<file path="config.mk">
export PLATFORM = sky130hd
export DESIGN_NAME = dm_arbiter
export DESIGN_NICKNAME = d
export VERILOG_FILES = /design/src/rtl/dm_arbiter_pkg.sv /design/src/rtl/dm_arbiter_rr_arb2.sv /design/src/rtl/dm_arbiter.sv
export SDC_FILE = /design/constraint.sdc
export NUM_CORES = 1
export LEC_CHECK = 0
export BUFFER_PORTS_ARGS = -buffer_cell sky130_fd_sc_hd__buf_2
export CAP_MARGIN = 20
export CORE_AREA = 2 2 119 121
export CTS_BUF_LIST = sky130_fd_sc_hd__clkbuf_8
export DETAILED_ROUTE_END_ITERATION = 10
export DIE_AREA = 0 0 121 123
export PLACE_DENSITY = 0.76
export SLEW_MARGIN = 40
export SYNTH_ARGS = -nofsm -noshare
export SYNTH_HDL_FRONTEND = slang
export SYNTH_SLANG_ARGS = --single-unit
</file>
<file path="constraint.sdc">
create_clock -name clk -period 5.1 [get_ports clk]
set_input_delay 0.255 -clock clk [delete_from_list [all_inputs] [get_ports clk]]
set_output_delay 0.255 -clock clk [all_outputs]
set_load 0.01 [all_outputs]
</file>
<file path="src/rtl/dm_arbiter_pkg.sv">
// dm_arbiter_pkg: shared memory-access constants and request/response records.
// Latency: n/a (types, constants and a pure function only).
// Backpressure: n/a.
package dm_arbiter_pkg;

  // Access width encodings shared by every data-memory client.
  localparam logic [1:0] memWidth1 = 2'd0;
  localparam logic [1:0] memWidth2 = 2'd1;
  localparam logic [1:0] memWidth4 = 2'd2;

  // One latched memory request; id 0 = m0, 1 = m1.
  typedef struct packed {
    logic        id;
    logic        we;
    logic [1:0]  width;
    logic        ext;
    logic [31:0] addr;
    logic [31:0] wdata;
  } dm_req_t;

  // Memory response held for the DONE cycle.
  typedef struct packed {
    logic [31:0] rdata;
    logic        exc;
  } dm_rsp_t;

  // Fixed-priority pick: m0 wins whenever it asks.
  function automatic logic [1:0] prio_gnt(input logic [1:0] req);
    logic [1:0] g;
    g = 2'b00;
    if (req[0]) begin
      g = 2'b01;
    end else if (req[1]) begin
      g = 2'b10;
    end
    return g;
  endfunction

endpackage

</file>
<file path="src/rtl/dm_arbiter_rr_arb2.sv">
// rr_arb2: two-way round-robin grant, purely combinational.
// Latency: 0 cycles; grant follows req and last in the same cycle.
// Backpressure: none; the caller decides when a grant is consumed.
module rr_arb2 (
  input  logic [1:0] req,
  input  logic       last,
  output logic [1:0] gnt
);

  // On a tie, favour the requester that did not win last time (last=1 means m1 won).
  always_comb begin
    gnt = 2'b00;
    case (req)
      2'b01:   gnt = 2'b01;
      2'b10:   gnt = 2'b10;
      2'b11:   gnt = last ? 2'b01 : 2'b10;
      default: gnt = 2'b00;
    endcase
  end

endmodule

</file>
<file path="src/rtl/dm_arbiter.sv">
// dm_arbiter: two masters sharing one single-port data memory, one access in flight.
// Latency: 3 cycles req-to-ack (IDLE sample, ACCESS, DONE); next grant earliest the cycle after DONE.
// Backpressure: masters hold req with stable attributes until their one-cycle ack; a loser just waits.
module dm_arbiter
  import dm_arbiter_pkg::*;
#(
  parameter int FIXED_PRIO = 0
) (
  input  logic        clk,
  input  logic        reset,

  input  logic        m0_req,
  input  logic        m0_we,
  input  logic [1:0]  m0_width,
  input  logic        m0_ext,
  input  logic [31:0] m0_addr,
  input  logic [31:0] m0_wdata,
  output logic        m0_ack,
  output logic [31:0] m0_rdata,
  output logic        m0_exc,

  input  logic        m1_req,
  input  logic        m1_we,
  input  logic [1:0]  m1_width,
  input  logic        m1_ext,
  input  logic [31:0] m1_addr,
  input  logic [31:0] m1_wdata,
  output logic        m1_ack,
  output logic [31:0] m1_rdata,
  output logic        m1_exc,

  output logic        dm_we,
  output logic        dm_re,
  output logic [1:0]  dm_width,
  output logic        dm_ext,
  output logic [31:0] dm_addr,
  output logic [31:0] dm_wdata,
  input  logic [31:0] dm_rdata,
  input  logic        dm_exc
);

  typedef enum logic [1:0] {
    ST_IDLE   = 2'd0,
    ST_ACCESS = 2'd1,
    ST_DONE   = 2'd2
  } state_t;

  state_t     state;
  state_t     state_nxt;
  dm_req_t    cur_req;
  dm_req_t    new_req;
  dm_rsp_t    rsp;
  logic       last_m1;
  logic [1:0] req_vec;
  logic [1:0] rr_gnt;
  logic [1:0] fix_gnt;
  logic [1:0] gnt;
  logic       grant;

  assign req_vec = {m1_req, m0_req};

  rr_arb2 u_rr_arb2 (
    .req  (req_vec),
    .last (last_m1),
    .gnt  (rr_gnt)
  );

  assign fix_gnt = prio_gnt(req_vec);
  assign gnt     = (FIXED_PRIO != 0) ? fix_gnt : rr_gnt;

  // A grant is only taken while idle; requests seen in ACCESS/DONE wait for the next IDLE.
  assign grant = (state == ST_IDLE) && (gnt != 2'b00);

  // Snapshot of the winning master's attributes.
  always_comb begin
    new_req = '0;
    if (gnt[1]) begin
      new_req.id    = 1'b1;
      new_req.we    = m1_we;
      new_req.width = m1_width;
      new_req.ext   = m1_ext;
      new_req.addr  = m1_addr;
      new_req.wdata = m1_wdata;
    end else begin
      new_req.id    = 1'b0;
      new_req.we    = m0_we;
      new_req.width = m0_width;
      new_req.ext   = m0_ext;
      new_req.addr  = m0_addr;
      new_req.wdata = m0_wdata;
    end
  end

  // State register; reset drops straight to IDLE so dm_we/dm_re fall without waiting for a clock.
  always_ff @(posedge clk or negedge reset) begin
    if (!reset) begin
      state <= ST_IDLE;
    end else begin
      state <= state_nxt;
    end
  end

  // Next state: exactly one cycle each in ACCESS and DONE, no bypass back into ACCESS.
  always_comb begin
    state_nxt = state;
    case (state)
      ST_IDLE:   if (grant) state_nxt = ST_ACCESS;
      ST_ACCESS: state_nxt = ST_DONE;
      ST_DONE:   state_nxt = ST_IDLE;
      default:   state_nxt = ST_IDLE;
    endcase
  end

  // Request latch, last-grant pointer and response capture.
  always_ff @(posedge clk or negedge reset) begin
    if (!reset) begin
      cur_req <= '0;
      last_m1 <= 1'b1;
      rsp     <= '0;
    end else begin
      if (grant) begin
        cur_req <= new_req;
        last_m1 <= gnt[1];
      end
      if (state == ST_ACCESS) begin
        rsp.rdata <= dm_rdata;
        rsp.exc   <= dm_exc;
      end
    end
  end

  // Output decode: memory port live only in ACCESS, ack/response only in DONE, zeros elsewhere.
  always_comb begin
    dm_we    = 1'b0;
    dm_re    = 1'b0;
    dm_width = 2'b00;
    dm_ext   = 1'b0;
    dm_addr  = 32'h0;
    dm_wdata = 32'h0;
    m0_ack   = 1'b0;
    m0_rdata = 32'h0;
    m0_exc   = 1'b0;
    m1_ack   = 1'b0;
    m1_rdata = 32'h0;
    m1_exc   = 1'b0;
    case (state)
      ST_ACCESS: begin
        dm_re    = 1'b1;
        dm_we    = cur_req.we;
        dm_width = cur_req.width;
        dm_ext   = cur_req.ext;
        dm_addr  = cur_req.addr;
        dm_wdata = cur_req.wdata;
      end
      ST_DONE: begin
        if (cur_req.id) begin
          m1_ack   = 1'b1;
          m1_rdata = rsp.rdata;
          m1_exc   = rsp.exc;
        end else begin
          m0_ack   = 1'b1;
          m0_rdata = rsp.rdata;
          m0_exc   = rsp.exc;
        end
      end
      default: begin
      end
    endcase
  end

  // Protocol invariants: never two acks, stores always qualify a read cycle, acks are single pulses.
  assert property (@(posedge clk) disable iff (!reset) !(m0_ack && m1_ack));
  assert property (@(posedge clk) disable iff (!reset) dm_we |-> dm_re);
  assert property (@(posedge clk) disable iff (!reset) (m0_ack || m1_ack) |=> !(m0_ack || m1_ack));

endmodule

</file>
# --- Yosys cells after proc, flatten, opt, wreduce, memory -nomap -nowiden ---
# Cells that the tools add are included.
classes:
  eq_ne: 6
  mux: 23
  n_reduce_logical: 3
ops:
  columns: ["op", "count"]
  rows:
  - ["$mux W32", 6]
  - ["$mux W69", 1]
  - ["$mux W1", 11]
  - ["$eq A2 B2 Y1 const B", 3]
  - ["$mux W2", 3]
  - ["$pmux W2 S3", 1]
  - ["$eq A2 B1 Y1 const B", 2]
  - ["$pmux W2 S2", 1]
  - ["$logic_not A2 Y1", 1]
  - ["$ne A2 B2 Y1 const B", 1]
  - ["$reduce_bool A2 Y1", 1]
  - ["$logic_and A1 B1 Y1", 1]
word_totals:
  out_inout_bits: 137
  input_bits: 173
  regBits: 105
  word_cells: 42

# --- Longest topological paths before layout ---
depth:
  ltp_word: 6
  depth_mapped: 6
  ltp_nobuf: 3

# --- Hierarchy ---
# Synthesis repeated with hierarchy kept, for this count alone.
hier_totals:
  cells_unflattened: 453
  hier_area_um2: 5671.7
by_module_without_submodules:
  columns: ["module", "n_inst", "cells_each", "area_per_inst_um2"]
  rows:
  - ["dm_arbiter", 1, 450, 5652.9]
  - ["rr_arb2", 1, 3, 18.8]

# --- Worst setup path before layout ---
# OpenSTA, ideal clock, no wires.
synth_path:
  kind: "reg2reg"
  from: "register last_m1"
  to: "register cur_req[26] (netlist name)"
  arrival_time_ns: 1.558
  stages_incl_launch_ff: 7
  period_less_slack_ns: 1.684
  setup_slack_ns: 3.416
  path_cell_list: "dfstp_2 > a21bo_1 > buf_6 > buf_6 > buf_6 > mux2_4 > mux2_4"
synth_via:
  elab_chain_len: 4
  word_cells_on_any_way: 5
  cone_classes: "mux: 3; reduce/logical: 2"
synth_rtl:
  columns: ["element", "line", "text"]
  rows:
  - ["start, declared", "dm_arbiter.sv:53", "logic last_m1;"]
  - ["start signal, assigned", "dm_arbiter.sv:123", "last_m1 <= gnt[1];"]
  - ["$mux W2 *", "dm_arbiter_rr_arb2.sv:16", "2'b11: gnt = last ? 2'b01 : 2'b10;"]
  - ["$pmux W2 S3 *", "dm_arbiter_rr_arb2.sv:13", "case (req)"]
  - ["$reduce_bool A2 Y1", "dm_arbiter.sv:72", "assign grant = (state == ST_IDLE) && (gnt != 2'b00);"]
  - ["$logic_and A1 B1 Y1", "dm_arbiter.sv:72", null]
  - ["end signal, assigned", "dm_arbiter.sv:122", "cur_req <= new_req;"]
  - ["end, declared", "dm_arbiter.sv:50", "dm_req_t cur_req;"]
# Mark *: on every way between the ends. The rest lies on a longest branch, timed or not.
# A chain may end at the register's enable or synchronous reset.

# --- Worst setup path after layout ---
layout_path:
  from: "register state[0]"
  to: "output port dm_addr[29]"
layout_via:
  elab_chain_len: 2
layout_rtl:
  columns: ["element", "line", "text"]
  rows:
  - ["start, declared", "dm_arbiter.sv:48", "state_t state;"]
  - ["start signal, assigned", "dm_arbiter.sv:99", "state <= state_nxt;"]
  - ["$eq A2 B1 Y1", "dm_arbiter.sv:146", "case (state)"]
  - ["$mux W32", "dm_arbiter.sv:146", null]
  - ["end, declared", "dm_arbiter.sv:36", "output logic [31:0] dm_addr,"]
# No other way between the ends.

==> results.py <==
metrics = {
    "route": {
        "viasPerCell": 4.77,
        "dr.pass1.iters": 4,
        "num_vias": 4438,
        "wl_mm": 14.3,
        "ant_nets": 0,
        "dr.first_iter.drc_count": 82,
        "drc": 0,
        "wl_per_cell_um": 15.3,
    },
    "synth": {
        "synth_top_area_share_pct": 45.8,
        "yosysSeqAreaShare_pct": 46.3,
        "yosysTopAreaCell": "dfrtp_1",
        "synth_area_um2": 5680,
        "synth_ff_type": "dfrtp_1",
        "avgSynthCellArea_um2": 12.6,
        "synth_cell_type_count": 17,
        "synth_common_cells": "151 x mux2_2, 134 x and2_1, 104 x dfrtp_1",
        "synth_seq_cells": 105,
        "synth_cells": 452,
        "synth_warnings": 0,
        "yosysMostFrequentCell": "mux2_2",
        "synthesis.nets": 625,
        "synth_edf_count": 0,
        "synth_async_sr_flop_share_pct": 100,
        "synthTopCellsByArea": "dfrtp_1 46%, mux2_2 30%, and2_1 15%, mux2_4 4.8%, buf_2 1.4%",
    },
    "layout": {
        "layout-drive-gt1-share_pct": 67.2,
        "final_nets": 919,
        "fin_util_pct": 55.8,
        "num_antenna_cells": 0,
        "syn_to_final_growth_pct": 33.7,
    },
    "clock_tree": {
        "htreeDepth": 3,
        "cts.sinks": 105,
        "cts_buffers": 9,
        "clock_latency_ns": 0.37,
        "cts_max_path_buffers": 2,
        "cts_tree": "done",
        "cts_setup_buffers": 0,
        "clk_pin_slew_ns": 0.10,
        "root_buffer": "clkbuf_8",
    },
    "die": {
        "pin_count": 310,
        "die_height_um": 123,
        "die_w_um": 121,
        "start_util_pct": 41.7,
        "dieArea_um2": 14900,
        "num_rows": 43,
        "core_area_um2": 13600,
    },
    "setup_path": {
        "worstPathMaxFanout": 73,
        "crit_required_ns": 4.85,
        "worstPathArrival_ns": 2.48,
        "cp_cell_sequence": "nor2b_4, buf_4, and2_1, buf_2",
        "worst_path_max_delay_cell": "buf_4",
        "critPathKind": "flop to output port",
        "critical_path.endpoint_type": "output port",
        "cp_slowest_stage_delay_ns": 0.66,
        "cp-start-kind": "flop",
    },
    "pwr": {
        "intPower_mw": 2.59,
        "vdd_ir_drop_max_v": 0.000255,
        "swShare_pct": 34.9,
        "power_mw": 3.98,
        "power.share.clock_pct": 13.0,
        "p_per_area_nw_per_um2": 524,
        "p_leak_nw": 3.93,
        "power_switching_mw": 1.39,
        "p_seq_share_pct": 37.7,
        "p_comb_share_pct": 49.3,
    },
    "place": {
        "gp_congestion": 0.736,
        "io_buffers": 309,
        "place_ws_ns": 2.71,
        "hpwlAfterDp_mm": 10.7,
    },
    "sta": {
        "max_freq_mhz": 366,
        "setup_tns_ns": 0,
        "period_minus_slack_ns": 2.73,
        "maxSlewHeadroom_pct": 51.2,
        "fin_crit_sh_pct": 53.5,
        "setup_ws_ns": 2.37,
        "final_hold_viol_count": 0,
        "slew_violations": 0,
        "worstMarginPinSlew_ns": 0.732,
        "finClkSkew_ns": 0.0123,
        "rsz0062_at_grt": "false",
        "setup_violations": 0,
    },
    "global_route": {
        "grt_max_degree": 74,
        "antenna_found_initial": 0,
        "track_usage_pct": 18.8,
        "grt-ovfl-total": 0,
        "grt_pass1_wl_mm": 21.9,
        "grt_pass1_vias": 4525,
    },
    "job": {
        "cap_violations": 0,
    },
    "min_path": {
        "hold_class": "input port to flop",
    },
    "status": {
        "status": "finished, final reports clean",
    },
}
sequential cells by signal (all words and copies together) (netlist names):
signal,count
cur_req,69
rsp,33
state,2
last_m1,1
layout by cell type, fill, tap and decap left out, types with 2 or more instances in the layout:
cell / count
clkinv_2: 2
buf_12: 2
and2_1: 134
buf_4: 5
clkinvlp_4: 2
clkbuf_8: 10
inv_1: 2
dfrtp_1: 104
buf_2: 308
mux2_4: 18
nor3b_2: 2
mux2_2: 151
logic make-up (layout without fill, tap and decap cells):
group | Yosys count | after routing | synth area share [%]
AO/OA/AOI/OAI | 5 | 5 | 0.661
buffers and inverters | 34 | 333 | 3.00
flip-flops | 105 | 105 | 46.3
multiplexers | 169 | 169 | 34.7
AND/OR/NAND/NOR | 139 | 139 | 15.3
final timing paths:
kind	from	endpoint	slack (ns)	cells after the start
min reg2reg	cur_req[2]$_DFFE_PN0P_	cur_req[2]$_DFFE_PN0P_	0.50	1
max	state[0]$_DFFE_PN0P_	dm_addr[29]	2.37	4
min in group asynchronous	reset	cur_req[29]$_DFFE_PN0P_	0.45	2
max reg2reg	state[0]$_DFFE_PN0P_	rsp[25]$_DFFE_PN0P_	2.84	3
min	m0_req	last_m1$_DFFE_PN1P_	0.08	2
max in group asynchronous	reset	rsp[6]$_DFFE_PN0P_	3.46	3
through the flow:
| step | std cells | hold slack (ns) | area (µm²) |
|---|---|---|---|
| floorplan | 452 | -0.0406 | 5680 |
| global placement | 912 | 0.327 | 7350 |
| detailed placement | 914 | 0.331 | 7390 |
| CTS | 931 | 0.0524 | 7590 |
| global route | 931 | 0.0525 | 7590 |
| finish | 931 | 0.0756 | 7590 |
power by group through the flow:
stage	Combinational [mW]	Sequential, mW	Clock (mW)
global route	2.14	1.56	0.577
global placement	1.92	1.49	0
CTS	2.00	1.51	0.540
floorplan	1.41	1.43	0
detailed placement	1.99	1.52	0
finish	1.96	1.50	0.519
layout make-up:
cell class / instances / area (µm²)
well taps: 180 / 225
clock inverters: 6 / 58.8
repair buffers: 316 / 1630
multi-input cells: 313 / 2910
fillers: 1150 / 6020
inverters: 1 / 3.75
flip-flops and latches: 105 / 2630
clock buffers: 10 / 138
repair_timing:
action	in CTS	in global routing
endpoints found under the setup margin	0	0
hold endpoints to repair	51	0
hold buffers	1	0
gates resized for setup	0	0
worst max-delay path: cells and delay by family (launching register included):
kind / cells / cell delay [ns]
buffers and inverters: 2 / 0.79
flip-flops: 1 / 0.45
AND/OR/NAND/NOR: 2 / 0.79
metal layers:
layer,GRT usage [%],share of wire [%]
met1,20.7,38
met2,33.5,51
met3,6.00,8.9
met4,7.99,2.2
met5,0,0
(Power assumes the default switching activity.)
